--- src/rtl/pc_sequencer_pkg.sv ---
// pc_sequencer_pkg: flow-op codes, next-PC mux operation codes and sequencer states.
package pc_sequencer_pkg;
  typedef enum logic [3:0] {
    OP_NONE, OP_BZ, OP_BNZ, OP_BC, OP_BNC, OP_JMP, OP_JSB, OP_RET, OP_RETI, OP_ENAI, OP_DISI
  } ctrl_op_t;
  localparam logic [3:0] PCOP_INC    = 4'b0000;
  localparam logic [3:0] PCOP_INTVEC = 4'b0001;
  localparam logic [3:0] PCOP_BZ     = 4'b0100;
  localparam logic [3:0] PCOP_BNZ    = 4'b0101;
  localparam logic [3:0] PCOP_BC     = 4'b0110;
  localparam logic [3:0] PCOP_BNC    = 4'b0111;
  localparam logic [3:0] PCOP_JUMP   = 4'b1000;
  localparam logic [3:0] PCOP_STACK  = 4'b1010;
  localparam logic [3:0] PCOP_INTRET = 4'b1100;
  typedef enum logic {RUN, INT_ENTRY} seq_state_t;
  function automatic logic [3:0] pcop_of(input logic [3:0] op);
    case (op)
      OP_BZ:          return PCOP_BZ;
      OP_BNZ:         return PCOP_BNZ;
      OP_BC:          return PCOP_BC;
      OP_BNC:         return PCOP_BNC;
      OP_JMP, OP_JSB: return PCOP_JUMP;
      OP_RET:         return PCOP_STACK;
      OP_RETI:        return PCOP_INTRET;
      default:        return PCOP_INC;
    endcase
  endfunction
endpackage

--- src/rtl/pc_sequencer_if.sv ---
// pc_sequencer_if: decoder/next-PC-mux facing signals of the PC sequencer.
interface pc_sequencer_if #(parameter int ADDR_W = 12);
  logic [3:0]        ctrl_op_i;
  logic              advance_i;
  logic              int_req_i;
  logic [ADDR_W-1:0] pc_next_i;
  logic [ADDR_W-1:0] pc_o;
  logic [3:0]        pcoper_o;
  logic [ADDR_W-1:0] stackaddr_o;
  logic [ADDR_W-1:0] intpc_o;
  logic              busy_o;
  logic              int_ack_o;
  logic              stack_err_o;
  modport master (
    output ctrl_op_i, advance_i, int_req_i, pc_next_i,
    input  pc_o, pcoper_o, stackaddr_o, intpc_o, busy_o, int_ack_o, stack_err_o
  );
  modport slave (
    input  ctrl_op_i, advance_i, int_req_i, pc_next_i,
    output pc_o, pcoper_o, stackaddr_o, intpc_o, busy_o, int_ack_o, stack_err_o
  );
endinterface

--- src/rtl/pc_sequencer_return_stack.sv ---
// return_stack: LIFO of return addresses; overflowing pushes and empty pops are dropped and flagged.
module return_stack #(
  parameter int ADDR_W      = 12,
  parameter int STACK_DEPTH = 8
) (
  input  logic              clk_i,
  input  logic              rst_i,
  input  logic              push_i,
  input  logic              pop_i,
  input  logic [ADDR_W-1:0] data_i,
  output logic [ADDR_W-1:0] top_o,
  output logic              full_o,
  output logic              empty_o,
  output logic              err_o
);
  localparam int IDX_W = $clog2(STACK_DEPTH);
  localparam int SP_W  = IDX_W + 1;
  logic [SP_W-1:0]   sp_q, sp_d;
  logic [ADDR_W-1:0] mem_q [STACK_DEPTH];
  logic              do_push, do_pop;
  assign full_o  = sp_q == SP_W'(STACK_DEPTH);
  assign empty_o = sp_q == '0;
  assign do_push = push_i & ~full_o;
  assign do_pop  = pop_i & ~empty_o;
  assign err_o   = (push_i & full_o) | (pop_i & empty_o);
  assign sp_d    = do_push ? sp_q + SP_W'(1) : do_pop ? sp_q - SP_W'(1) : sp_q;
  // empty stack reads as address 0 so an underflowing return lands on 0
  assign top_o   = empty_o ? '0 : mem_q[IDX_W'(sp_q - SP_W'(1))];
  always_ff @(posedge clk_i or posedge rst_i)
    if (rst_i) sp_q <= '0;
    else       sp_q <= sp_d;
  always_ff @(posedge clk_i)
    if (do_push) mem_q[IDX_W'(sp_q)] <= data_i;
endmodule

--- src/rtl/pc_sequencer.sv ---
// pc_sequencer: PC register, return stack, interrupt enable and interrupt-entry FSM driving the next-PC mux.
module pc_sequencer
  import pc_sequencer_pkg::*;
#(
  parameter int                ADDR_W      = 12,
  parameter int                STACK_DEPTH = 8,
  parameter logic [ADDR_W-1:0] RESET_VEC   = '0
) (
  input logic           clk_i,
  input logic           rst_i,
  pc_sequencer_if.slave bus
);
  seq_state_t        state_q, state_d;
  logic [ADDR_W-1:0] pc_q, pc_d, intpc_q, intpc_d, top;
  logic              int_en_q, int_en_d, stack_err_q;
  logic              in_int, adv, push, pop, st_err, st_full, st_empty;
  assign in_int = state_q == INT_ENTRY;
  assign adv    = ~in_int & bus.advance_i;
  assign push   = adv & (bus.ctrl_op_i == OP_JSB);
  assign pop    = adv & (bus.ctrl_op_i == OP_RET);
  return_stack #(.ADDR_W(ADDR_W), .STACK_DEPTH(STACK_DEPTH)) u_stack (
    .clk_i(clk_i), .rst_i(rst_i), .push_i(push), .pop_i(pop),
    .data_i(pc_q + ADDR_W'(1)), .top_o(top), .full_o(st_full), .empty_o(st_empty), .err_o(st_err)
  );
  always_comb begin
    state_d  = state_q;
    pc_d     = pc_q;
    intpc_d  = intpc_q;
    int_en_d = int_en_q;
    if (in_int) begin
      state_d  = RUN;
      intpc_d  = pc_q;
      pc_d     = bus.pc_next_i;
      int_en_d = 1'b0;
    end else if (bus.advance_i) begin
      pc_d     = bus.pc_next_i;
      int_en_d = (bus.ctrl_op_i == OP_ENAI || bus.ctrl_op_i == OP_RETI) ? 1'b1 :
                 (bus.ctrl_op_i == OP_DISI) ? 1'b0 : int_en_q;
      // the request is qualified by the enable held before this instruction
      state_d  = (int_en_q & bus.int_req_i) ? INT_ENTRY : RUN;
    end
  end
  always_ff @(posedge clk_i or posedge rst_i)
    if (rst_i) begin
      state_q     <= RUN;
      pc_q        <= RESET_VEC;
      intpc_q     <= '0;
      int_en_q    <= 1'b0;
      stack_err_q <= 1'b0;
    end else begin
      state_q     <= state_d;
      pc_q        <= pc_d;
      intpc_q     <= intpc_d;
      int_en_q    <= int_en_d;
      stack_err_q <= stack_err_q | st_err;
    end
  assign bus.pc_o        = pc_q;
  assign bus.pcoper_o    = in_int ? PCOP_INTVEC : pcop_of(bus.ctrl_op_i);
  assign bus.stackaddr_o = st_empty ? '0 : top;
  assign bus.intpc_o     = intpc_q;
  assign bus.busy_o      = in_int;
  assign bus.int_ack_o   = in_int;
  assign bus.stack_err_o = stack_err_q | (st_full & 1'b0);
endmodule

--- src/flat_wrapper.sv ---
// flat-port wrapper written by rule: the top's interface ports become plain ports
module pc_sequencer_flat import pc_sequencer_pkg::*;
#(
  parameter int                ADDR_W      = 12,
  parameter int                STACK_DEPTH = 8,
  parameter logic [ADDR_W-1:0] RESET_VEC   = '0
)
  (clk_i, rst_i, bus_ctrl_op_i, bus_advance_i, bus_int_req_i, bus_pc_next_i, bus_pc_o, bus_pcoper_o, bus_stackaddr_o, bus_intpc_o, bus_busy_o, bus_int_ack_o, bus_stack_err_o);
  pc_sequencer_if #(.ADDR_W(ADDR_W)) bus_i ();
  input logic clk_i;
  input logic rst_i;
  input wire logic [$bits(bus_i.ctrl_op_i)-1:0] bus_ctrl_op_i;
  input wire logic [$bits(bus_i.advance_i)-1:0] bus_advance_i;
  input wire logic [$bits(bus_i.int_req_i)-1:0] bus_int_req_i;
  input wire logic [$bits(bus_i.pc_next_i)-1:0] bus_pc_next_i;
  output wire logic [$bits(bus_i.pc_o)-1:0] bus_pc_o;
  output wire logic [$bits(bus_i.pcoper_o)-1:0] bus_pcoper_o;
  output wire logic [$bits(bus_i.stackaddr_o)-1:0] bus_stackaddr_o;
  output wire logic [$bits(bus_i.intpc_o)-1:0] bus_intpc_o;
  output wire logic [$bits(bus_i.busy_o)-1:0] bus_busy_o;
  output wire logic [$bits(bus_i.int_ack_o)-1:0] bus_int_ack_o;
  output wire logic [$bits(bus_i.stack_err_o)-1:0] bus_stack_err_o;
  assign bus_i.ctrl_op_i = bus_ctrl_op_i;
  assign bus_i.advance_i = bus_advance_i;
  assign bus_i.int_req_i = bus_int_req_i;
  assign bus_i.pc_next_i = bus_pc_next_i;
  assign bus_pc_o = bus_i.pc_o;
  assign bus_pcoper_o = bus_i.pcoper_o;
  assign bus_stackaddr_o = bus_i.stackaddr_o;
  assign bus_intpc_o = bus_i.intpc_o;
  assign bus_busy_o = bus_i.busy_o;
  assign bus_int_ack_o = bus_i.int_ack_o;
  assign bus_stack_err_o = bus_i.stack_err_o;
  pc_sequencer #(.ADDR_W(ADDR_W), .STACK_DEPTH(STACK_DEPTH), .RESET_VEC(RESET_VEC)) u_core (.clk_i(clk_i), .rst_i(rst_i), .bus(bus_i));
endmodule
--- config.mk ---
export PLATFORM = sky130hd
export DESIGN_NAME = pc_sequencer_flat
export DESIGN_NICKNAME = d
export VERILOG_FILES = /design/src/rtl/pc_sequencer_pkg.sv /design/src/rtl/pc_sequencer_if.sv /design/src/rtl/pc_sequencer_return_stack.sv /design/src/rtl/pc_sequencer.sv /design/src/flat_wrapper.sv
export SDC_FILE = /design/constraint.sdc
export NUM_CORES = 1
export LEC_CHECK = 0
export CAP_MARGIN = 10
export CORE_MARGIN = 2
export CORE_UTILIZATION = 50
export DETAILED_ROUTE_END_ITERATION = 6
export PLACE_DENSITY = 0.73
export SYNTH_ARGS = -nofsm -noshare
export SYNTH_HDL_FRONTEND = slang
export SYNTH_SLANG_ARGS = --single-unit
export TNS_END_PERCENT = 10
--- constraint.sdc ---
create_clock -name clk_i -period 3.6 [get_ports clk_i]
set_input_delay 0.72 -clock clk_i [delete_from_list [all_inputs] [get_ports clk_i]]
set_output_delay 0.72 -clock clk_i [all_outputs]
set_load 0.01 [all_outputs]
==> reports/qor.json, run 1 <==
{
  "floorplan": {
    "num_io_pins": 63,
    "core_sq_mm": 0.01037,
    "chipWidth_um": 107.8,
    "dieHeight_um": 107.8,
    "die-area_sq_mm": 0.01161,
    "row_count": 37,
    "start_util_pct": 51.91
  },
  "pwr": {
    "peak_vdd_ir_mv": 0.4454,
    "p_int_mw": 3.769,
    "power_density_mw_per_mm2": 780.9,
    "clock_power_share_pct": 31.9,
    "net-switching-power_mw": 1.547,
    "seq_power_share_pct": 35.3,
    "power_leakage_nw": 2.441,
    "switching_share_pct": 29.11,
    "pwr-share-comb_pct": 32.8
  },
  "yosys": {
    "post_synth.cell_area_avg_sq_um": 16.46,
    "synth_flop_cell": "sky130_fd_sc_hd__edfxtp_1",
    "ys_seq_elements": 127,
    "synth_top_area_share_pct": 53.56,
    "synth.most_common_cell": "sky130_fd_sc_hd__edfxtp_1",
    "synth_compound_gate_area_share_pct": 4.440,
    "synth_fp_nets": 355,
    "synth_edf_count": 96,
    "synthMuxAreaShare_pct": 15.43,
    "yosys-top-cells-count": "96 x sky130_fd_sc_hd__edfxtp_1, 31 x sky130_fd_sc_hd__dfrtp_1, 27 x sky130_fd_sc_hd__o21ai_0, 24 x sky130_fd_sc_hd__mux2_2, 24 x sky130_fd_sc_hd__mux4_2",
    "combinational_family_with_the_most_area_after_synthesis": "multiplexers",
    "netlist_top_cells_area": "sky130_fd_sc_hd__edfxtp_1 54%, sky130_fd_sc_hd__dfrtp_1 14%, sky130_fd_sc_hd__mux4_2 10%, sky130_fd_sc_hd__mux2_2 5.0%, sky130_fd_sc_hd__o21ai_0 2.5%",
    "post_synth_fa_ha_maj_area_fraction_pct": 1.860,
    "post_synth_and_or_nand_nor_area_fraction_pct": 6.020,
    "synthCells": 327,
    "proportion_of_synthesized_chip_area_in_sequential_cells_pct": 67.97,
    "yosysUniqueCellTypes": 42,
    "yosysWarningCount": 0,
    "synth-async-reset-ratio_pct": 24.41,
    "synth_top_area_cell": "sky130_fd_sc_hd__edfxtp_1",
    "cell_area_after_synthesis_sq_mm": 0.005383,
    "synthesized_area_fraction_occupied_by_xor_and_xnor_cells_pct": 2.115
  },
  "routing": {
    "avgRoutedWirePerCell_um": 19.71,
    "detailedRoute.firstPassIterationCount": 7,
    "detail-route-antenna-nets": 0,
    "drt-met1-wl_um": 4557,
    "drt_drc_violations_left": 0,
    "drt_wl_total_um": 10920,
    "detailroute.via_count": 3140,
    "detail_routed_via_count_per_cell": 5.668,
    "topRoutingLayerUsed": "met4",
    "detail_route.iter0.violations": 251,
    "met3WireLength_um": 693,
    "dr_wl_met2_um": 5506
  },
  "clocking": {
    "cts.repair_timing.setup_buffer_count": 0,
    "tritoncts.num_buffers": 17,
    "cts_sinks": 127,
    "tritoncts_clock_tree": "yes",
    "clock_tree.htree_level_count": 4,
    "clock-root-buffer": "sky130_fd_sc_hd__clkbuf_8",
    "clkTransAtPathRegs_ns": 0.06,
    "clk-insertion-delay-late_ns": 0.51,
    "max-clock-path-buffers": 2
  },
  "timing": {
    "share_of_the_cycle_needed_by_the_critical_path_after_routing_pct": 94.09,
    "finalMaxSlewViolations": 0,
    "clock-skew-final_ns": 0.005771,
    "clock.fmax_ghz": 0.2952,
    "setup_violations": 0,
    "finalHoldViolations": 0,
    "final_period_minus_worst_setup_slack_ns": 3.387,
    "setup_total_negative_slack_ns": 0,
    "timing.slew.headroom_pct": 50.79,
    "transition_time_at_the_pin_with_the_least_slew_margin_ns": 0.7382,
    "rsz0062_at_grt": "false"
  },
  "global_route": {
    "vias_in_the_first_global_route": 3229,
    "grt_remaining_overflow": 0,
    "grt_antenna_before_repair": 0,
    "maximum_number_of_pins_on_one_net_before_global_route_repair": 32,
    "grt_first_pass_wirelength_um": 17280,
    "gr-usage-all-layers_pct": 20.64
  },
  "layout": {
    "stdcell_count": 554,
    "stdcell_area_sq_mm": 0.006808,
    "synthToLayoutAreaGrowth_pct": 26.48,
    "final_nets": 433,
    "layout.core_utilization_pct": 65.65,
    "fillers": 716,
    "antenna-diode-count": 0,
    "layout-drive-gt1-share_pct": 23.92,
    "multiInputGateArea_sq_mm": 0.001618,
    "sequential_cell_area_sq_mm": 0.003660
  },
  "worst_setup_path": {
    "cp.arrival_ns": 2.67,
    "critical_path_source_type": "register",
    "timing.critical_path.buf_inv": 3,
    "critical_path.max_fanout": 24,
    "critPathSlowestCell": "sky130_fd_sc_hd__clkdlybuf4s50_1",
    "crit_path_cell_trace": "inv_1 > ha_1 > buf_6 > mux4_2 > o21ai_0 > nand2_1 > clkdlybuf4s50_1",
    "crit_path_max_incr_delay_ns": 0.48,
    "crit_required_ns": 2.88,
    "timing_worst_setup_path_type": "register to output pin",
    "worstSetupEndpointType": "output pin",
    "critical_path.top_delay_family": "buffers and inverters"
  },
  "placement": {
    "place.detailed.hpwl_um": 6752,
    "dpl-instance-area_sq_mm": 0.006202,
    "place_inst": 522,
    "port_buffers": 62,
    "place.gp.congestion": 0.8099
  },
  "min_path": {
    "worst_hold_path_type": "register to register"
  },
  "flow_run": {
    "cap_violations": 0
  },
  "status": {
    "outcome": "finished, final reports clean"
  }
}
[kinds of logic after synthesis]
family | count (synthesis)
DFF | 127
adders and majority gates | 8
buffers and inverters | 25
AOI/OAI and AO/OA | 41
and+or+nand+nor | 63
muxes | 50
xor gates and xnor gates | 13
[placed cells by master (no fill, tap or decap), types with 3 or more instances in the layout]
| cell type | synthesis | routed |
|---|---|---|
| sky130_fd_sc_hd__mux4_2 | 24 | 24 |
| sky130_fd_sc_hd__clkdlybuf4s50_1 | 0 | 62 |
| sky130_fd_sc_hd__nor2_1 | 12 | 12 |
| sky130_fd_sc_hd__nand3_1 | 7 | 7 |
| sky130_fd_sc_hd__o21ai_0 | 27 | 27 |
| sky130_fd_sc_hd__clkbuf_16 | 0 | 16 |
| sky130_fd_sc_hd__dfrtp_1 | 31 | 30 |
| sky130_fd_sc_hd__clkinv_4 | 0 | 4 |
| sky130_fd_sc_hd__ha_1 | 8 | 8 |
| sky130_fd_sc_hd__mux2_2 | 24 | 24 |
| sky130_fd_sc_hd__bufinv_16 | 0 | 3 |
| sky130_fd_sc_hd__xor2_1 | 4 | 4 |
| sky130_fd_sc_hd__inv_6 | 0 | 4 |
| sky130_fd_sc_hd__nor2b_1 | 3 | 3 |
| sky130_fd_sc_hd__clkinvlp_4 | 0 | 3 |
| sky130_fd_sc_hd__inv_1 | 8 | 8 |
| sky130_fd_sc_hd__edfxtp_1 | 96 | 96 |
| sky130_fd_sc_hd__nor3_1 | 6 | 4 |
| sky130_fd_sc_hd__xnor2_1 | 9 | 9 |
| sky130_fd_sc_hd__nand2_1 | 21 | 21 |
| sky130_fd_sc_hd__buf_4 | 2 | 13 |
[what timing repair did]
action / in CTS / in global routing
endpoints found under the hold margin: 0 / 0
gates resized for setup: 0 / 2
setup endpoints to repair: 0 / 12
hold buffers: 0 / 0
[per-stage QoR]
step                      hold slack (ns)  power [mW]  setup slack [ns]
after CTS                          0.4635       5.359          0.002298
final                              0.4595       5.316            0.2129
after detailed placement           0.4483       3.653            0.4538
after global routing               0.4866       5.566           0.07625
after floorplan                    0.4932       2.911            0.4746
after global placement             0.4415       3.621            0.4879
[worst paths after layout]
check	startpoint	to	slack (ns)	cells after the start
min reg2reg	u_core.bus.stack_err_o	u_core.bus.stack_err_o	0.46	1
max reg2reg	u_core.u_stack.sp_q[1]	u_core.u_stack.mem_q[2][7]	1.26	6
max	u_core.u_stack.sp_q[1]	bus_stackaddr_o[9]	0.21	7
min in group asynchronous	rst_i	u_core.u_stack.sp_q[2]	0.59	3
min	u_core.bus.stack_err_o	u_core.bus.stack_err_o	0.46	1
max in group asynchronous	rst_i	u_core.u_stack.sp_q[1]	2.71	3
[state kept, by name (all words and copies together) (netlist names)]
register,count
u_core.u_stack.mem_q,96
u_core.bus.intpc_o,12
u_core.bus.pc_o,12
u_core.u_stack.sp_q,4
u_core.bus.busy_o,1
u_core.bus.stack_err_o,1
u_core.int_en_q,1
[worst register-to-register path: cells and delay by family (launching register included)]
kind	cells	cell delay, ns
simple gates	3	0.97
flops	1	0.44
fa+ha+maj	1	0.25
buf+inv	2	0.36
[metal layers]
metal / track usage, % / vias to the layer above
li1: - / 1416
met1: 27.65 / 1592
met2: 32.03 / 120
met3: 5.751 / 12
met4: 8.608 / 0
met5: 0 / -
[cell type report]
class	instances	area share, %
Multi-Input combinational cell	175	23.76
Tap cell	136	2.500
Clock inverter	14	2.683
Inverter	8	0.4411
Sequential cell	127	53.76
Timing Repair Buffer	76	10.71
Clock buffer	18	6.139
[power by group through the flow]
stage	logic [mW]	registers (mW)	clock network, mW
finish	1.74	1.88	1.69
global route	1.88	1.90	1.78
CTS	1.76	1.88	1.72
detailed placement	1.75	1.90	0
global placement	1.73	1.89	0
floorplan	1.01	1.91	0
Power figures use the tool's default switching activity.
==> run 2: changes to the inputs <==
--- a/config.mk
+++ b/config.mk
@@ -10,6 +10,7 @@
 export CORE_UTILIZATION = 50
 export DETAILED_ROUTE_END_ITERATION = 6
 export PLACE_DENSITY = 0.73
+export RECOVER_POWER = 25
 export SYNTH_ARGS = -nofsm -noshare
 export SYNTH_HDL_FRONTEND = slang
 export SYNTH_SLANG_ARGS = --single-unit
==> run 2 against run 1 <==
Compared with the run above:
- the run now ends with max-capacitance violations, max-slew violations left
- power up 0.11%
- maximum frequency down 0.18%
- clock-buffer cell count unchanged
- global-route usage unchanged
- via count up 0.22%
- non-clock buffer count unchanged
- first-iteration DRC count up 7.2%
- hold slack better by 0.00083 ns
- sequential share of layout area up 0.059 points
- critical path depth unchanged
- flip-flop and latch count unchanged
- clock power about the same
- largest cell class unchanged
==> reports/qor.json, run 2 (synthesized netlist as in run 1, its figures left out) <==
{
  "global_route": {
    "grt_first_pass_wirelength": {"value": 17280, "unit": "um", "change": "unchanged"},
    "gr-usage-all-layers": {"value": 20.64, "unit": "%", "change": "unchanged"},
    "maximum_number_of_pins_on_one_net_before_global_route_repair": {"value": 32, "change": "unchanged"},
    "grt_antenna_before_repair": {"value": 0, "change": "unchanged"},
    "grt_remaining_overflow": {"value": 0, "change": "unchanged"},
    "vias_in_the_first_global_route": {"value": 3229, "change": "unchanged"}
  },
  "min_path": {
    "worst_hold_path_type": {"value": "register to register", "change": "unchanged"}
  },
  "timing": {
    "postLayoutSetupSlackWorst": {"value": 0.2069, "unit": "ns", "change": "was 0.2129 ns"},
    "finalHoldViolations": {"value": 0, "change": "unchanged"},
    "finalMaxSlewViolations": {"value": 32, "change": "was 0"},
    "final_period_minus_worst_setup_slack": {"value": 3.393, "unit": "ns", "change": "was 3.387 ns"},
    "rsz0062_at_grt": {"value": "false", "change": "unchanged"},
    "transition_time_at_the_pin_with_the_least_slew_margin": {"value": 1.678, "unit": "ns", "change": "was 0.7382 ns"},
    "share_of_the_cycle_needed_by_the_critical_path_after_routing": {"value": 94.25, "unit": "%", "change": "was 94.09%"},
    "setup_violations": {"value": 0, "change": "unchanged"},
    "setup_total_negative_slack": {"value": 0, "unit": "ns", "change": "unchanged"},
    "timing.slew.headroom": {"value": -11.86, "unit": "%", "change": "was 50.79%"},
    "clock.fmax": {"value": 0.2947, "unit": "GHz", "change": "was 0.2952 GHz"},
    "clock-skew-final": {"value": 0.007292, "unit": "ns", "change": "was 0.005771 ns"}
  },
  "routing": {
    "detail-route-antenna-nets": {"value": 0, "change": "unchanged"},
    "detailedRoute.firstPassIterationCount": {"value": 4, "change": "was 7"},
    "drt_drc_violations_left": {"value": 0, "change": "unchanged"},
    "detailroute.via_count": {"value": 3147, "change": "was 3140"},
    "detail_routed_via_count_per_cell": {"value": 5.681, "change": "was 5.668"},
    "avgRoutedWirePerCell": {"value": 19.75, "unit": "um", "change": "was 19.71 um"},
    "detail_route.iter0.violations": {"value": 269, "change": "was 251"},
    "drt_wl_total": {"value": 10940, "unit": "um", "change": "was 10920 um"}
  },
  "placement": {
    "dpl-instance-area": {"value": 0.006202, "unit": "sq mm", "change": "unchanged"},
    "dp_worst_setup_slack": {"value": 0.4538, "unit": "ns", "change": "unchanged"},
    "place.gp.congestion": {"value": 0.8099, "change": "unchanged"},
    "place_inst": {"value": 522, "change": "unchanged"},
    "place.detailed.hpwl": {"value": 6752, "unit": "um", "change": "unchanged"},
    "port_buffers": {"value": 62, "change": "unchanged"}
  },
  "floorplan": {
    "num_io_pins": {"value": 63, "change": "unchanged"},
    "row_count": {"value": 37, "change": "unchanged"},
    "die-area": {"value": 0.01161, "unit": "sq mm", "change": "unchanged"},
    "dieHeight": {"value": 107.8, "unit": "um", "change": "unchanged"},
    "start_util": {"value": 51.91, "unit": "%", "change": "unchanged"},
    "chipWidth": {"value": 107.8, "unit": "um", "change": "unchanged"},
    "core": {"value": 0.01037, "unit": "sq mm", "change": "unchanged"}
  },
  "clocking": {
    "cts_sinks": {"value": 127, "change": "unchanged"},
    "cts.repair_timing.setup_buffer_count": {"value": 0, "change": "unchanged"},
    "clock-root-buffer": {"value": "sky130_fd_sc_hd__clkbuf_8", "change": "unchanged"},
    "tritoncts_clock_tree": {"value": "yes", "change": "unchanged"},
    "max-clock-path-buffers": {"value": 2, "change": "unchanged"},
    "clock_tree.htree_level_count": {"value": 4, "change": "unchanged"},
    "clk-insertion-delay-late": {"value": 0.51, "unit": "ns", "change": "about the same"},
    "clkTransAtPathRegs": {"value": 0.06, "unit": "ns", "change": "about the same"},
    "tritoncts.num_buffers": {"value": 17, "change": "unchanged"}
  },
  "layout": {
    "layout_commonest_cell": {"value": "sky130_fd_sc_hd__edfxtp_1", "change": "unchanged"},
    "sequential_cell_area": {"value": 0.003660, "unit": "sq mm", "change": "unchanged"},
    "fillers": {"value": 720, "change": "was 716"},
    "multiInputGateArea": {"value": 0.001618, "unit": "sq mm", "change": "unchanged"},
    "antenna-diode-count": {"value": 0, "change": "unchanged"},
    "most-common-layout-cells": {"value": "96 x sky130_fd_sc_hd__edfxtp_1, 60 x sky130_fd_sc_hd__clkdlybuf4s50_1, 30 x sky130_fd_sc_hd__dfrtp_1, 27 x sky130_fd_sc_hd__o21ai_0", "change": "was 96 x sky130_fd_sc_hd__edfxtp_1, 62 x sky130_fd_sc_hd__clkdlybuf4s50_1, 30 x sky130_fd_sc_hd__dfrtp_1, 27 x sky130_fd_sc_hd__o21ai_0"},
    "synthToLayoutAreaGrowth": {"value": 26.34, "unit": "%", "change": "was 26.48%"},
    "largest_reg_flops": {"value": 96, "change": "unchanged"},
    "final_nets": {"value": 433, "change": "unchanged"},
    "stdcell_area": {"value": 0.006800, "unit": "sq mm", "change": "was 0.006808 sq mm"},
    "stdcell_count": {"value": 554, "change": "unchanged"},
    "registers.top_by_ff_count": {"value": "u_core.u_stack.mem_q", "change": "unchanged"},
    "layout-drive-gt1-share": {"value": 23.44, "unit": "%", "change": "was 23.92%"}
  },
  "worst_setup_path": {
    "worstSetupEndpointType": {"value": "output pin", "change": "unchanged"},
    "critical_path.max_fanout": {"value": 24, "change": "unchanged"},
    "cp.arrival": {"value": 2.67, "unit": "ns", "change": "about the same"},
    "crit_path_cell_trace": {"value": "inv_1 > ha_1 > buf_6 > mux4_2 > o21ai_0 > nand2_1 > clkdlybuf4s50_1", "change": "unchanged"},
    "critical_path_source_type": {"value": "register", "change": "unchanged"},
    "crit_path_max_incr_delay": {"value": 0.48, "unit": "ns", "change": "about the same"},
    "r2r_setup_slack": {"value": 1.28, "unit": "ns", "change": "was 1.26 ns"},
    "timing_worst_setup_path_type": {"value": "register to output pin", "change": "unchanged"},
    "critical_path.top_delay_family": {"value": "buffers and inverters", "change": "unchanged"},
    "crit_required": {"value": 2.88, "unit": "ns", "change": "about the same"},
    "critPathSlowestCell": {"value": "sky130_fd_sc_hd__clkdlybuf4s50_1", "change": "unchanged"},
    "timing.critical_path.buf_inv": {"value": 3, "change": "unchanged"}
  },
  "pwr": {
    "peak_vdd_ir": {"value": 0.4457, "unit": "mV", "change": "was 0.4454 mV"},
    "power_leakage": {"value": 2.434, "unit": "nW", "change": "was 2.441 nW"},
    "power_density": {"value": 782.6, "unit": "mW/mm^2", "change": "was 780.9 mW/mm^2"}
  },
  "status": {
    "failing_checks": "max-capacitance violations, max-slew violations",
    "outcome": {"value": "complete, but fails checks", "change": "was finished, final reports clean"}
  },
  "flow_run": {
    "cap_violations": {"value": 1, "change": "was 0"}
  }
}
-- run 2: cell count changes in the layout (fill, tap and decap cells not counted), sizes merged --
cell / previous run / this run
buf: 14 / 12
clkbuf: 18 / 20
clkdlybuf4s50: 62 / 60
dlygate4sd3: 0 / 2
-- run 2: layer usage --
layer | vias to the layer above | track usage [%] | share of wire (%)
met5 | - | 0 | 0
met4 | 0 | 8.608 | 1.5
met1 | 1589 | 27.65 | 41
li1 | 1417 | - | -
met3 | 13 | 5.751 | 7.2
met2 | 128 | 32.03 | 50
-- run 2: area by class of cell --
class	count	area share (%)
multi-input combinational	175	23.79
clock inverter	14	2.686
timing repair buffer	76	10.62
inverter	8	0.4416
clock buffer	18	6.145
tap	136	2.502
sequential	127	53.82
-- run 2: worst paths after layout --
check	end	startpoint	cells past startpoint
max in group asynchronous	u_core.u_stack.sp_q[1]	rst_i	3
min in group asynchronous	u_core.bus.stack_err_o	rst_i	3
worst max-delay path	bus_stackaddr_o[9]	u_core.u_stack.sp_q[1]	7
worst min register to register	u_core.bus.stack_err_o	u_core.bus.stack_err_o	1
worst max register to register	u_core.u_stack.mem_q[2][7]	u_core.u_stack.sp_q[1]	6
worst min-delay path	u_core.bus.stack_err_o	u_core.bus.stack_err_o	1
-- run 2: power by group --
part	internal [mW]	switching, mW	total [mW]
clock	1.07	0.632	1.70
sequential	1.75	0.126	1.88
combinational	0.948	0.797	1.75
total	3.77	1.56	5.32
-- run 2: timing repair --
action / in CTS / in global routing
gates resized for setup: 0 / 2
hold buffers: 0 / 0
setup endpoints to repair: 0 / 12
-- run 2: metrics by stage --
step	utilization, %	power (mW)	hold WS (ns)
after floorplan	-	2.911	0.4932
after global placement	59.81	3.621	0.4415
after detailed placement	59.81	3.653	0.4483
after CTS	65.60	5.359	0.4635
after global routing	65.58	5.564	0.4866
final	65.58	5.322	0.4603
==> run 3: changes to the inputs <==
--- a/config.mk
+++ b/config.mk
@@ -11,6 +11,7 @@
 export DETAILED_ROUTE_END_ITERATION = 6
 export PLACE_DENSITY = 0.73
 export RECOVER_POWER = 25
+export SETUP_SLACK_MARGIN = 0.3
 export SYNTH_ARGS = -nofsm -noshare
 export SYNTH_HDL_FRONTEND = slang
 export SYNTH_SLANG_ARGS = --single-unit
==> run 3 against run 2 <==
Compared with the run above:
- the flow still finishes with violations (max-capacitance violations, max-slew violations)
- flip-flop and latch count is the same
- first-iteration DRC count shrank 8.9%
- maximum frequency grew 3.7%
- register-to-register slack gained 0.08 ns
- clock skew shrank 0.0014 ns
- combinational power grew 9%
- cell area grew 1.0%
- clock power is essentially flat
- critical path depth shrank 1
- hold slack gained 0.00061 ns
- via count grew 0.86%
- non-clock buffer count grew 2
==> reports/qor.json, run 3 (synthesized netlist as in run 1, its figures left out) <==
{
  "routing": {
    "detail_route.iter0.violations": {"value": 245, "change": "was 269"},
    "detailedRoute.firstPassIterationCount": {"value": 5, "change": "was 4"},
    "detail_routed_via_count_per_cell": {"value": 5.709, "change": "was 5.681"},
    "detail-route-antenna-nets": {"value": 0, "change": "unchanged"},
    "drt_drc_violations_left": {"value": 0, "change": "unchanged"},
    "avgRoutedWirePerCell": {"value": 19.97, "unit": "um", "change": "was 19.75 um"},
    "drt_wl_total": {"value": 11110, "unit": "um", "change": "was 10940 um"},
    "detailroute.via_count": {"value": 3174, "change": "was 3147"}
  },
  "layout": {
    "fillers": {"value": 709, "change": "was 720"},
    "final_nets": {"value": 435, "change": "was 433"},
    "layout.core_utilization": {"value": 66.24, "unit": "%", "change": "was 65.58%"},
    "antenna-diode-count": {"value": 0, "change": "unchanged"},
    "multiInputGateArea": {"value": 0.001632, "unit": "sq mm", "change": "was 0.001618 sq mm"},
    "layout-drive-gt1-share": {"value": 24.29, "unit": "%", "change": "was 23.44%"},
    "most-common-layout-cells": {"value": "96 x sky130_fd_sc_hd__edfxtp_1, 59 x sky130_fd_sc_hd__clkdlybuf4s50_1, 30 x sky130_fd_sc_hd__dfrtp_1, 27 x sky130_fd_sc_hd__o21ai_0", "change": "was 96 x sky130_fd_sc_hd__edfxtp_1, 60 x sky130_fd_sc_hd__clkdlybuf4s50_1, 30 x sky130_fd_sc_hd__dfrtp_1, 27 x sky130_fd_sc_hd__o21ai_0"},
    "registers.top_by_ff_count": {"value": "u_core.u_stack.mem_q", "change": "unchanged"},
    "synthToLayoutAreaGrowth": {"value": 27.62, "unit": "%", "change": "was 26.34%"},
    "sequential_cell_area": {"value": 0.003660, "unit": "sq mm", "change": "unchanged"},
    "stdcell_count": {"value": 556, "change": "was 554"},
    "layout_commonest_cell": {"value": "sky130_fd_sc_hd__edfxtp_1", "change": "unchanged"},
    "largest_reg_flops": {"value": 96, "change": "unchanged"},
    "stdcell_area": {"value": 0.006869, "unit": "sq mm", "change": "was 0.006800 sq mm"}
  },
  "worst_setup_path": {
    "critical_path.max_fanout": {"value": 8, "change": "was 24"},
    "reg2reg_depth": {"value": 4, "change": "was 6"},
    "critical_path.top_delay_family": {"value": "buffers and inverters", "change": "unchanged"},
    "timing.rr.end": {"value": "u_core.u_stack.mem_q[2][4]", "change": "was u_core.u_stack.mem_q[2][7]"},
    "timing.critical_path.buf_inv": {"value": 3, "change": "unchanged"},
    "timing_worst_setup_path_type": {"value": "input pin to output pin", "change": "was register to output pin"},
    "crit_path_cell_trace": {"value": "dlygate4sd3_1 > inv_1 > ha_1 > mux2i_1 > o21bai_1 > clkdlybuf4s50_1", "change": "was inv_1 > ha_1 > buf_6 > mux4_2 > o21ai_0 > nand2_1 > clkdlybuf4s50_1"},
    "crit_required": {"value": 2.88, "unit": "ns", "change": "about the same"},
    "crit-reg2reg-launch": {"value": "u_core.bus.busy_o", "change": "was u_core.u_stack.sp_q[1]"},
    "crit_path_max_incr_delay": {"value": 0.58, "unit": "ns", "change": "was 0.48 ns"},
    "critical_path_source_type": {"value": "input pin", "change": "was register"},
    "critPathSlowestCell": {"value": "sky130_fd_sc_hd__dlygate4sd3_1", "change": "was sky130_fd_sc_hd__clkdlybuf4s50_1"},
    "r2r_setup_slack": {"value": 1.36, "unit": "ns", "change": "was 1.28 ns"},
    "worstSetupEndpointType": {"value": "output pin", "change": "unchanged"},
    "cp.arrival": {"value": 2.55, "unit": "ns", "change": "was 2.67 ns"}
  },
  "global_route": {
    "gr-usage-all-layers": {"value": 20.91, "unit": "%", "change": "was 20.64%"},
    "vias_in_the_first_global_route": {"value": 3275, "change": "was 3229"},
    "grt_remaining_overflow": {"value": 0, "change": "unchanged"},
    "grt_first_pass_wirelength": {"value": 17550, "unit": "um", "change": "was 17280 um"},
    "grt_antenna_before_repair": {"value": 0, "change": "unchanged"},
    "maximum_number_of_pins_on_one_net_before_global_route_repair": {"value": 32, "change": "unchanged"}
  },
  "floorplan": {
    "dieHeight": {"value": 107.8, "unit": "um", "change": "unchanged"},
    "die-area": {"value": 0.01161, "unit": "sq mm", "change": "unchanged"},
    "chipWidth": {"value": 107.8, "unit": "um", "change": "unchanged"},
    "core": {"value": 0.01037, "unit": "sq mm", "change": "unchanged"},
    "start_util": {"value": 51.91, "unit": "%", "change": "unchanged"},
    "row_count": {"value": 37, "change": "unchanged"},
    "num_io_pins": {"value": 63, "change": "unchanged"}
  },
  "clocking": {
    "hold_buffers": {"value": 0, "change": "unchanged"},
    "clock_tree.htree_level_count": {"value": 4, "change": "unchanged"},
    "clk-insertion-delay-late": {"value": 0.51, "unit": "ns", "change": "about the same"},
    "clock-root-buffer": {"value": "sky130_fd_sc_hd__clkbuf_8", "change": "unchanged"},
    "max-clock-path-buffers": {"value": 2, "change": "unchanged"},
    "clkTransAtPathRegs": {"value": 0.06, "unit": "ns", "change": "about the same"},
    "tritoncts_clock_tree": {"value": "yes", "change": "unchanged"},
    "cts_sinks": {"value": 127, "change": "unchanged"},
    "tritoncts.num_buffers": {"value": 17, "change": "unchanged"}
  },
  "timing": {
    "rsz0062_at_grt": {"value": "true", "change": "was false"},
    "setup_total_negative_slack": {"value": 0, "unit": "ns", "change": "unchanged"},
    "share_of_the_cycle_needed_by_the_critical_path_after_routing": {"value": 90.86, "unit": "%", "change": "was 94.25%"},
    "clock.fmax": {"value": 0.3057, "unit": "GHz", "change": "was 0.2947 GHz"},
    "fin_hold_ws": {"value": 0.4609, "unit": "ns", "change": "was 0.4603 ns"},
    "finalMaxSlewViolations": {"value": 32, "change": "unchanged"},
    "timing.slew.headroom": {"value": -11.88, "unit": "%", "change": "was -11.86%"},
    "setup_violations": {"value": 0, "change": "unchanged"},
    "transition_time_at_the_pin_with_the_least_slew_margin": {"value": 1.678, "unit": "ns", "change": "about the same"},
    "clock-skew-final": {"value": 0.005921, "unit": "ns", "change": "was 0.007292 ns"},
    "finalHoldViolations": {"value": 0, "change": "unchanged"},
    "final_period_minus_worst_setup_slack": {"value": 3.271, "unit": "ns", "change": "was 3.393 ns"}
  },
  "placement": {
    "port_buffers": {"value": 62, "change": "unchanged"},
    "place_inst": {"value": 522, "change": "unchanged"},
    "place.detailed.hpwl": {"value": 6752, "unit": "um", "change": "unchanged"},
    "place.gp.congestion": {"value": 0.8099, "change": "unchanged"},
    "dpl-instance-area": {"value": 0.006202, "unit": "sq mm", "change": "unchanged"}
  },
  "min_path": {
    "worst_hold_path_type": {"value": "register to register", "change": "unchanged"},
    "worstHoldStart": {"value": "u_core.bus.stack_err_o", "change": "unchanged"},
    "worstHoldPathCells": {"value": 1, "change": "unchanged"},
    "hold_worst_path_end": {"value": "u_core.bus.stack_err_o", "change": "unchanged"}
  },
  "status": {
    "failing_checks": {"value": "max-capacitance violations, max-slew violations", "change": "unchanged"},
    "outcome": {"value": "complete, but fails checks", "change": "unchanged"}
  },
  "flow_run": {
    "cap_violations": {"value": 1, "change": "unchanged"}
  },
  "pwr": {
    "power_density": {"value": 796.3, "unit": "mW/mm^2", "change": "was 782.6 mW/mm^2"},
    "peak_vdd_ir": {"value": 0.4700, "unit": "mV", "change": "was 0.4457 mV"},
    "power_leakage": {"value": 2.474, "unit": "nW", "change": "was 2.434 nW"}
  }
}
[run 3: cell type report]
class | instances | area share (%)
well taps | 136 | 2.477
multi-input cells | 175 | 23.75
repair buffers | 78 | 11.31
clock inverters | 14 | 2.659
inverters | 8 | 0.4372
clock buffers | 18 | 6.084
flip-flops and latches | 127 | 53.28
[run 3: metrics by stage]
stage,setup slack [ns],total power [mW]
after CTS,0.2401,5.496
final,0.3289,5.470
after global routing,0.2040,5.715
after global placement,0.4879,3.621
after floorplan,0.4746,2.911
after detailed placement,0.4538,3.653
[run 3: repair_timing]
item	in CTS	in global routing
endpoints found under the setup margin	12	12
gates resized for setup	6	3
setup buffers	1	0
endpoints found under the hold margin	0	0
gates cloned	1	0
[run 3: worst max-delay path by stage]
stage | slack, ns | end | cells past startpoint | from
6_report | 0.33 | bus_pcoper_o[0] | 6 | bus_ctrl_op_i[0]
5_1_grt | 0.20 | bus_pcoper_o[0] | 6 | bus_ctrl_op_i[0]
4_1_cts | 0.24 | bus_stackaddr_o[9] | 5 | u_core.u_stack.sp_q[0]
3_5_place_dp | 0.45 | bus_pcoper_o[1] | 7 | bus_ctrl_op_i[0]
3_3_place_gp | 0.49 | bus_pcoper_o[1] | 7 | bus_ctrl_op_i[0]
2_1_floorplan | 0.47 | bus_stackaddr_o[10] | 9 | u_core.u_stack.sp_q[0]
[run 3: per-layer routing]
layer  global-route usage (%)  wire (um)
met3                    5.206        729
met1                    27.94       4610
met4                    9.432        173
met2                    32.61       5591
met5                        0          0
[run 3: worst register-to-register path: cells and delay by family (launching register included)]
family	cells	cell delay [ns]
buffers and inverters	1	0.28
flip-flops	1	0.65
AND/OR/NAND/NOR	3	1.00
[run 3: power by group]
group          internal, mW  switching, mW
clock network          1.07          0.634
logic                  1.07          0.830
registers              1.75          0.118
